## config.mk

```make
export PLATFORM = sky130hd
export DESIGN_NAME = uart_recv
export DESIGN_NICKNAME = d
export VERILOG_FILES = /design/src/rtl/uart_pkg.sv /design/src/rtl/uart_sync.sv /design/src/rtl/uart_recv.sv
export SDC_FILE = /design/constraint.sdc
export NUM_CORES = 1
export LEC_CHECK = 0
export CORE_UTILIZATION = 59
export CTS_CLUSTER_DIAMETER = 40
export DETAILED_ROUTE_END_ITERATION = 10
export PLACE_DENSITY = 0.8
export SETUP_SLACK_MARGIN = 0.1
export SLEW_MARGIN = 20
export SYNTH_ARGS = -nofsm -noshare
export SYNTH_HDL_FRONTEND = slang
export SYNTH_SLANG_ARGS = --single-unit
```

## constraint.sdc

```tcl
create_clock -name clk -period 2.6 [get_ports clk]
set_clock_uncertainty 0.1 [all_clocks]
set_input_delay 0.39 -clock clk [delete_from_list [all_inputs] [get_ports clk]]
set_output_delay 0.39 -clock clk [all_outputs]
set_load 0.01 [all_outputs]
```

## src/rtl/uart_pkg.sv

```systemverilog
// Shared UART definitions: FSM states, default frame geometry, line idle level.
package uart_pkg;

   // Receiver / transmitter frame phases
   typedef enum logic [1:0] {
      IDLE  = 2'd0,
      START = 2'd1,
      DATA  = 2'd2,
      STOP  = 2'd3
   } state_t;

   // Defaults shared with the send transmitter (divide-by-16 bit clock, 8N1)
   localparam int unsigned DEF_CLKS_PER_BIT = 16;
   localparam int unsigned DEF_DATA_BITS    = 8;

   // Level of an idle line and of a valid stop bit
   localparam logic IDLE_LEVEL = 1'b1;

endpackage : uart_pkg

```

## src/rtl/uart_sync.sv

```systemverilog
// Two-flop synchroniser for an asynchronous single-bit control input.
module uart_sync #(
   parameter logic RST_VAL = 1'b1
) (
   input  logic clk,
   input  logic rst,
   input  logic d,
   output logic q
);

   logic meta;

   // Two back-to-back flops; reset to the input's inactive level
   always_ff @(posedge clk or negedge rst) begin
      if (!rst) begin
         meta <= RST_VAL;
         q    <= RST_VAL;
      end else begin
         meta <= d;
         q    <= meta;
      end
   end

endmodule : uart_sync

```

## src/rtl/uart_recv.sv

```systemverilog
// 8N1 UART receiver: mid-bit sampling at clk rate, one-cycle valid / frame_err strobes.
module uart_recv
   import uart_pkg::*;
#(
   parameter int unsigned CLKS_PER_BIT = DEF_CLKS_PER_BIT,
   parameter int unsigned DATA_BITS    = DEF_DATA_BITS
) (
   input  logic                 clk,
   input  logic                 rst,
   input  logic                 rx,
   output logic [DATA_BITS-1:0] data,
   output logic                 valid,
   output logic                 frame_err,
   output logic                 busy
);

   localparam int unsigned CNT_W = $clog2(CLKS_PER_BIT);
   localparam int unsigned BIT_W = $clog2(DATA_BITS + 1);

   // Sample points: middle of the start bit, then one full bit period apart
   localparam logic [CNT_W-1:0] HALF_LAST = CNT_W'(CLKS_PER_BIT / 2 - 1);
   localparam logic [CNT_W-1:0] FULL_LAST = CNT_W'(CLKS_PER_BIT - 1);
   localparam logic [BIT_W-1:0] LAST_BIT  = BIT_W'(DATA_BITS - 1);

   state_t               state;
   logic [CNT_W-1:0]     clk_cnt;
   logic [BIT_W-1:0]     bit_cnt;
   logic [DATA_BITS-1:0] shreg;
   logic                 armed;
   logic                 rx_s;

   uart_sync #(
      .RST_VAL (IDLE_LEVEL)
   ) u_sync (
      .clk (clk),
      .rst (rst),
      .d   (rx),
      .q   (rx_s)
   );

   // Frame FSM with bit timing counters and registered strobes
   always_ff @(posedge clk or negedge rst) begin
      if (!rst) begin
         state     <= IDLE;
         clk_cnt   <= '0;
         bit_cnt   <= '0;
         shreg     <= '0;
         armed     <= 1'b0;
         data      <= '0;
         valid     <= 1'b0;
         frame_err <= 1'b0;
         busy      <= 1'b0;
      end else begin
         valid     <= 1'b0;
         frame_err <= 1'b0;

         unique case (state)
            IDLE: begin
               // A start is only taken after the line has been seen idle,
               // so a held-low line cannot retrigger frames.
               if (armed && (rx_s != IDLE_LEVEL)) begin
                  state   <= START;
                  clk_cnt <= '0;
                  armed   <= 1'b0;
                  busy    <= 1'b1;
               end else if (rx_s == IDLE_LEVEL) begin
                  armed <= 1'b1;
               end
            end

            START: begin
               if (clk_cnt == HALF_LAST) begin
                  clk_cnt <= '0;
                  if (rx_s == IDLE_LEVEL) begin
                     // Line went back high before mid start bit: glitch
                     state <= IDLE;
                     busy  <= 1'b0;
                  end else begin
                     state   <= DATA;
                     bit_cnt <= '0;
                  end
               end else begin
                  clk_cnt <= clk_cnt + CNT_W'(1);
               end
            end

            DATA: begin
               if (clk_cnt == FULL_LAST) begin
                  clk_cnt <= '0;
                  shreg   <= {rx_s, shreg[DATA_BITS-1:1]};
                  if (bit_cnt == LAST_BIT) begin
                     state   <= STOP;
                     bit_cnt <= '0;
                  end else begin
                     bit_cnt <= bit_cnt + BIT_W'(1);
                  end
               end else begin
                  clk_cnt <= clk_cnt + CNT_W'(1);
               end
            end

            STOP: begin
               if (clk_cnt == FULL_LAST) begin
                  clk_cnt <= '0;
                  state   <= IDLE;
                  busy    <= 1'b0;
                  if (rx_s == IDLE_LEVEL) begin
                     data  <= shreg;
                     valid <= 1'b1;
                  end else begin
                     frame_err <= 1'b1;
                     armed     <= 1'b0;
                  end
               end else begin
                  clk_cnt <= clk_cnt + CNT_W'(1);
               end
            end

            default: begin
               state   <= IDLE;
               clk_cnt <= '0;
               bit_cnt <= '0;
               armed   <= 1'b0;
               busy    <= 1'b0;
            end
         endcase
      end
   end

endmodule : uart_recv

```

==> results of run 1 <==
[metrics by stage]
stage / cells / power (mW) / cell area [µm²] / setup WS (ns)
after floorplan: 113 / 1.083 / 1479 / 1.017
after global placement: 150 / 1.140 / 1617 / 0.8594
after detailed placement: 150 / 1.159 / 1617 / 0.8262
after CTS: 158 / 1.426 / 1667 / 0.8021
after global routing: 158 / 1.523 / 1667 / 0.6399
final: 158 / 1.417 / 1667 / 0.7945
[path summary, 6_finish.rpt]
kind                        startpoint    endpoint  slack [ns]  cells past startpoint
min reg2reg                u_sync.meta    u_sync.q        0.26                      0
max                           register    shreg[4]        0.79                      3
min                        u_sync.meta    u_sync.q        0.26                      0
max in group asynchronous          rst    u_sync.q        1.72                      2
min in group asynchronous          rst  clk_cnt[2]        0.34                      2
max reg2reg                   register    shreg[4]        0.79                      3
[cell usage in the layout, fill, tap and decap left out, types with 2 or more instances in the layout]
master	instances
inv_1	4
a22o_1	4
nor3_1	2
clkbuf_1	2
dfstp_2	2
ha_1	2
a22oi_1	2
clkbuf_4	5
a21oi_1	3
clkdlybuf4s50_1	13
a31oi_1	3
nor2_4	2
mux2_2	16
dfrtp_1	30
and3b_1	2
nor4b_1	3
nand2b_1	2
nand2_1	3
and3_1	2
nand3_1	3
[power breakdown]
| group | internal [mW] | total (mW) | switching [mW] |
|---|---|---|---|
| registers | 0.580 | 0.735 | 0.155 |
| clock network | 0.105 | 0.264 | 0.159 |
| logic | 0.222 | 0.417 | 0.194 |
[state kept, by name (all words and copies together) (netlist names), named ones only]
name,count
armed,1
bit_cnt,4
busy,1
clk_cnt,4
data,8
frame_err,1
shreg,8
state,1
u_sync.meta,1
u_sync.q,1
valid,1
[final cells by class]
| cell class | count | area share (%) |
|---|---|---|
| Multi-Input combinational cell | 72 | 37.54 |
| Tap cell | 28 | 2.102 |
| Timing Repair Buffer | 14 | 8.258 |
| Clock buffer | 7 | 2.703 |
| Clock inverter | 1 | 0.3003 |
| Inverter | 4 | 0.9009 |
| Sequential cell | 32 | 48.20 |
[cells by family (layout without fill, tap and decap cells)]
kind of cell / Yosys count / after routing / synth area share [%]
compound gates: 23 / 23 / 12.01
xor+xnor: 2 / 2 / 1.185
fa+ha+maj: 2 / 2 / 1.692
buf+inv: 9 / 26 / 3.383
flops: 32 / 32 / 54.31
mux: 18 / 18 / 13.87
simple gates: 27 / 27 / 13.54
[per-layer routing]
layer	GRT usage (%)	vias to the layer above	routed length [µm]
li1	-	458	-
met1	30.62	465	1149
met2	30.98	14	1118
met3	9.357	4	106
met4	6.757	0	25
met5	0	-	0
==> flow_metrics.py, run 1 <==
metrics = {
    "timing": {
        "drv_slew": 0,
        "finalCritPeriodShare_pct": 69.44,
        "hold_viol_final": 0,
        "setup_viol": 0,
        "worst_hold_slack_ns": 0.2613,
        "max_freq_mhz": 553.9,
        "slew_headroom_pct": 68.75,
        "finalSetupTns_ns": 0,
        "rsz0062_at_grt": "false",
        "tightest_slew_ns": 0.4687,
        "period_minus_slack_ns": 1.805,
    },
    "synthesis": {
        "syn_area_per_cell_um2": 13.09,
        "synth_area_mm2": 0.001479,
        "synthDistinctLibCells": 44,
        "synth-edff-count": 0,
        "ys_warn_count": 0,
        "yosys_register_bits": 32,
        "yosysMostFrequentCell": "dfrtp_1",
        "seq_area_frac_synth_pct": 54.31,
        "synth_largest_area_cell": "dfrtp_1",
        "synthArstFlopShare_pct": 100.0,
        "synth_flop_cell": "dfrtp_1",
        "synthTopCellsByArea": "dfrtp_1 (51%), mux2_2 (12%), dfstp_2 (3.6%)",
        "synth_nets": 118,
        "synth_commonest_cells": "dfrtp_1 (30), mux2_2 (16), a22o_1 (4), inv_1 (4)",
        "syn_inst": 113,
        "synth_top_area_share_pct": 50.76,
    },
    "clocking": {
        "clockRootBuffer": "clkbuf_4",
        "cts_hold_repair.buffers": 0,
        "postCtsSetupBuffers": 0,
        "cts_tree": "yes",
        "clk_path_buf_depth": 2,
        "cts_buffers": 5,
        "clock-sinks": 32,
        "insertion_delay_ns": 0.33,
        "htreeDepth": 2,
        "ctsResizeCount": 0,
        "clkTransAtPathRegs_ns": 0.09,
    },
    "setup_path": {
        "slowest_stage": "dfrtp_1",
        "path_cells": "nand2b_1 > nor2_4 > mux2_2",
        "crit_path_max_fanout": 16,
        "crit_required_ns": 2.70,
        "critPathKind": "reg -> reg",
        "worstSetupEndpointType": "register",
        "crit_buf_inv": 0,
        "max_stage_delay_ns": 0.64,
        "cp-start-kind": "register",
        "cp_top_family": "flip-flops",
        "worstPathArrival_ns": 1.91,
    },
    "drt": {
        "wl_per_cell_um": 15.18,
        "detail-route-antenna-nets": 0,
        "drt-initial-drc-count": 23,
        "via_count": 941,
        "first_pass_iters": 4,
        "drc": 0,
        "wirelength_um": 2398,
        "viasPerCell": 5.956,
    },
    "floorplanning": {
        "num_rows": 17,
        "core_mm2": 0.002297,
        "die_area_mm2": 0.002711,
        "fp.dieH_um": 52.07,
        "start_util_pct": 64.38,
        "die_w_um": 52.07,
        "io_pins": 14,
    },
    "global_routing": {
        "grt_pass1_vias": 892,
        "track_usage_pct": 22.01,
        "grt_pass1_wl_um": 4174,
        "grt_antenna_before_repair": 0,
        "grt_max_degree": 33,
        "grt.overflow.total": 0,
    },
    "job": {
        "cap_violations": 0,
    },
    "cells_and_area": {
        "synthToLayoutAreaGrowth_pct": 12.69,
        "multiInputGateArea_um2": 625.6,
        "final_util_pct": 72.55,
        "antenna_cells": 0,
        "nets": 134,
        "nFillCells": 161,
        "drive_gt1_share_pct": 26.15,
        "seq_area_um2": 803.3,
    },
    "placed_design": {
        "io_buffers": 13,
        "place.gp.congestion": 0.8053,
        "dpl.hpwl_um": 1694,
    },
    "pwr": {
        "p_leak_nw": 0.7679,
        "power_per_cell_area_mw_per_mm2": 850.0,
        "peakVddDrop_mv": 0.6888,
    },
    "run_status": {
        "status": "completed",
    },
    "worst_hold_path": {
        "hold_class": "reg -> reg",
    },
}
No activity file was read; power rests on OpenSTA's default activity.
==> run 2, diff against run 1 <==
--- a/config.mk
+++ b/config.mk
@@ -5,10 +5,10 @@
 export SDC_FILE = /design/constraint.sdc
 export NUM_CORES = 1
 export LEC_CHECK = 0
-export CORE_UTILIZATION = 59
+export CORE_UTILIZATION = 50
 export CTS_CLUSTER_DIAMETER = 40
 export DETAILED_ROUTE_END_ITERATION = 10
-export PLACE_DENSITY = 0.8
+export PLACE_DENSITY = 0.72
 export SETUP_SLACK_MARGIN = 0.1
 export SLEW_MARGIN = 20
 export SYNTH_ARGS = -nofsm -noshare
==> constraint.sdc (replaced) <==
create_clock -name clk -period 1.6 [get_ports clk]
set_clock_uncertainty 0.1 [all_clocks]
set_input_delay 0.24 -clock clk [delete_from_list [all_inputs] [get_ports clk]]
set_output_delay 0.24 -clock clk [all_outputs]
set_load 0.01 [all_outputs]
==> flow_metrics.py, run 2 (synthesis gave the netlist of run 1 again) <==
metrics = {
    "worst_hold_path": {
        "hold_class": "in -> async",
    },
    "drt": {
        "wirelength_um": 3416,
        "detail-route-antenna-nets": 0,
        "viasPerCell": 6.000,
        "drt-initial-drc-count": 40,
        "drc": 0,
        "wl_per_cell_um": 18.46,
        "via_count": 1110,
        "first_pass_iters": 4,
    },
    "timing": {
        "finalCritPeriodShare_pct": 99.25,
        "slew_headroom_pct": 73.16,
        "rsz0062_at_grt": "true",
        "drv_slew": 0,
        "tightest_slew_ns": 0.4026,
        "setup_viol": 0,
        "max_freq_mhz": 629.7,
        "period_minus_slack_ns": 1.588,
        "hold_viol_final": 0,
        "setup_ws_ns": 0.01194,
    },
    "global_routing": {
        "track_usage_pct": 21.02,
        "grt_pass1_wl_um": 5016,
        "grt_max_degree": 33,
        "grt_pass1_vias": 1060,
        "met2_usage_pct": 34.01,
        "grt_util_met1_pct": 27.98,
        "grt.overflow.total": 0,
        "busiest_layer": "met2",
        "met3_usage_pct": 4.147,
        "grt_antenna_before_repair": 0,
    },
    "cells_and_area": {
        "antenna_cells": 0,
        "layout.cells.non_filler": 185,
        "final_cell_mix": "dfrtp_1 (26), buf_4 (18), mux2_4 (12)",
        "nFillCells": 184,
        "largest_registers": "data (8), shreg (8)",
        "design_area_mm2": 0.001969,
        "synthToLayoutAreaGrowth_pct": 33.16,
        "drive_gt1_share_pct": 47.40,
        "nets": 158,
        "final_common_cell": "dfrtp_1",
    },
    "clocking": {
        "clkTransAtPathRegs_ns": 0.10,
        "cts_tree": "yes",
        "clockRootBuffer": "clkbuf_4",
        "htreeDepth": 2,
        "insertion_delay_ns": 0.33,
        "clk_path_buf_depth": 2,
        "clock-sinks": 32,
        "cts_buffers": 5,
    },
    "job": {
        "cap_violations": 0,
    },
    "setup_path": {
        "path_cells": "ha_4 > nand3_4 > nor2_4 > buf_6 > mux2_4",
        "max_stage_delay_ns": 0.43,
        "crit_buf_inv": 1,
        "worstPathArrival_ns": 1.71,
        "crit_required_ns": 1.72,
        "worstSetupEndpointType": "register",
        "slowest_stage": "dfrtp_1",
        "crit_path_max_fanout": 4,
        "cp_top_family": "flip-flops",
        "critPathKind": "reg -> reg",
        "cp-start-kind": "register",
    },
    "placed_design": {
        "pre_cts_ws_ns": 0.005726,
        "dpl.cell_count": 164,
        "io_buffers": 13,
        "dpl.hpwl_um": 2013,
        "dpl_cell_area_mm2": 0.001720,
        "place.gp.congestion": 0.8268,
    },
    "floorplanning": {
        "fp.dieH_um": 56.39,
        "start_util_pct": 53.17,
        "die_w_um": 56.39,
        "die_area_mm2": 0.003179,
        "core_mm2": 0.002781,
        "num_rows": 19,
        "io_pins": 14,
    },
    "pwr": {
        "power_mw": 2.823,
        "p_leak_nw": 0.9554,
        "power_per_cell_area_mw_per_mm2": 1433,
        "peakVddDrop_mv": 1.291,
    },
    "run_status": {
        "status": "completed",
    },
}
[run 2: final cells by class]
| type | count | area, µm² | area share [%] |
|---|---|---|---|
| well taps | 31 | 38.79 | 1.970 |
| multi-input cells | 73 | 732.0 | 37.17 |
| inverters | 4 | 15.01 | 0.7624 |
| flip-flops and latches | 32 | 808.3 | 41.04 |
| clock buffers | 5 | 37.54 | 1.906 |
| repair buffers | 37 | 319.1 | 16.20 |
| clock inverters | 3 | 18.77 | 0.9530 |
[run 2: repair_timing]
action	4_1_cts	5_1_grt
pin swaps	2	9
cloned	1	0
hold buffers	0	0
gates resized for setup	19	24
setup endpoints to repair	32	27
setup buffers	3	10
hold endpoints to repair	0	0
[run 2: through the flow]
step | hold slack (ns) | TNS (ns) | util, %
finish | 0.1914 | 0 | 70.81
global route | 0.2088 | -0.1363 | 70.81
CTS | 0.2033 | 0 | 65.45
detailed placement | 0.2487 | 0 | 61.85
global placement | 0.2467 | 0 | 61.85
floorplan | -0.1556 | 0 | -
[run 2: routing by layer]
layer / vias up / routed length (µm)
li1: 509 / -
met1: 558 / 1439
met2: 33 / 1770
met3: 10 / 138
met4: 0 / 68
met5: - / 0
[run 2: final timing paths]
| check | start | to | slack (ns) | cells after the start |
|---|---|---|---|---|
| setup / recovery | clk_cnt[0] | shreg[6] | 0.01 | 5 |
| hold / removal | rst | clk_cnt[0] | 0.19 | 2 |
| setup reg to reg | clk_cnt[0] | shreg[6] | 0.01 | 5 |
| hold reg to reg | u_sync.meta | u_sync.q | 0.26 | 0 |
| max in group asynchronous | rst | u_sync.q | 0.87 | 2 |
| min in group clk | rx | u_sync.meta | 0.22 | 1 |
[run 2: report_power, final]
part	internal [mW]	switching [mW]
Combinational	0.650	0.551
Sequential	0.955	0.215
Clock	0.168	0.283
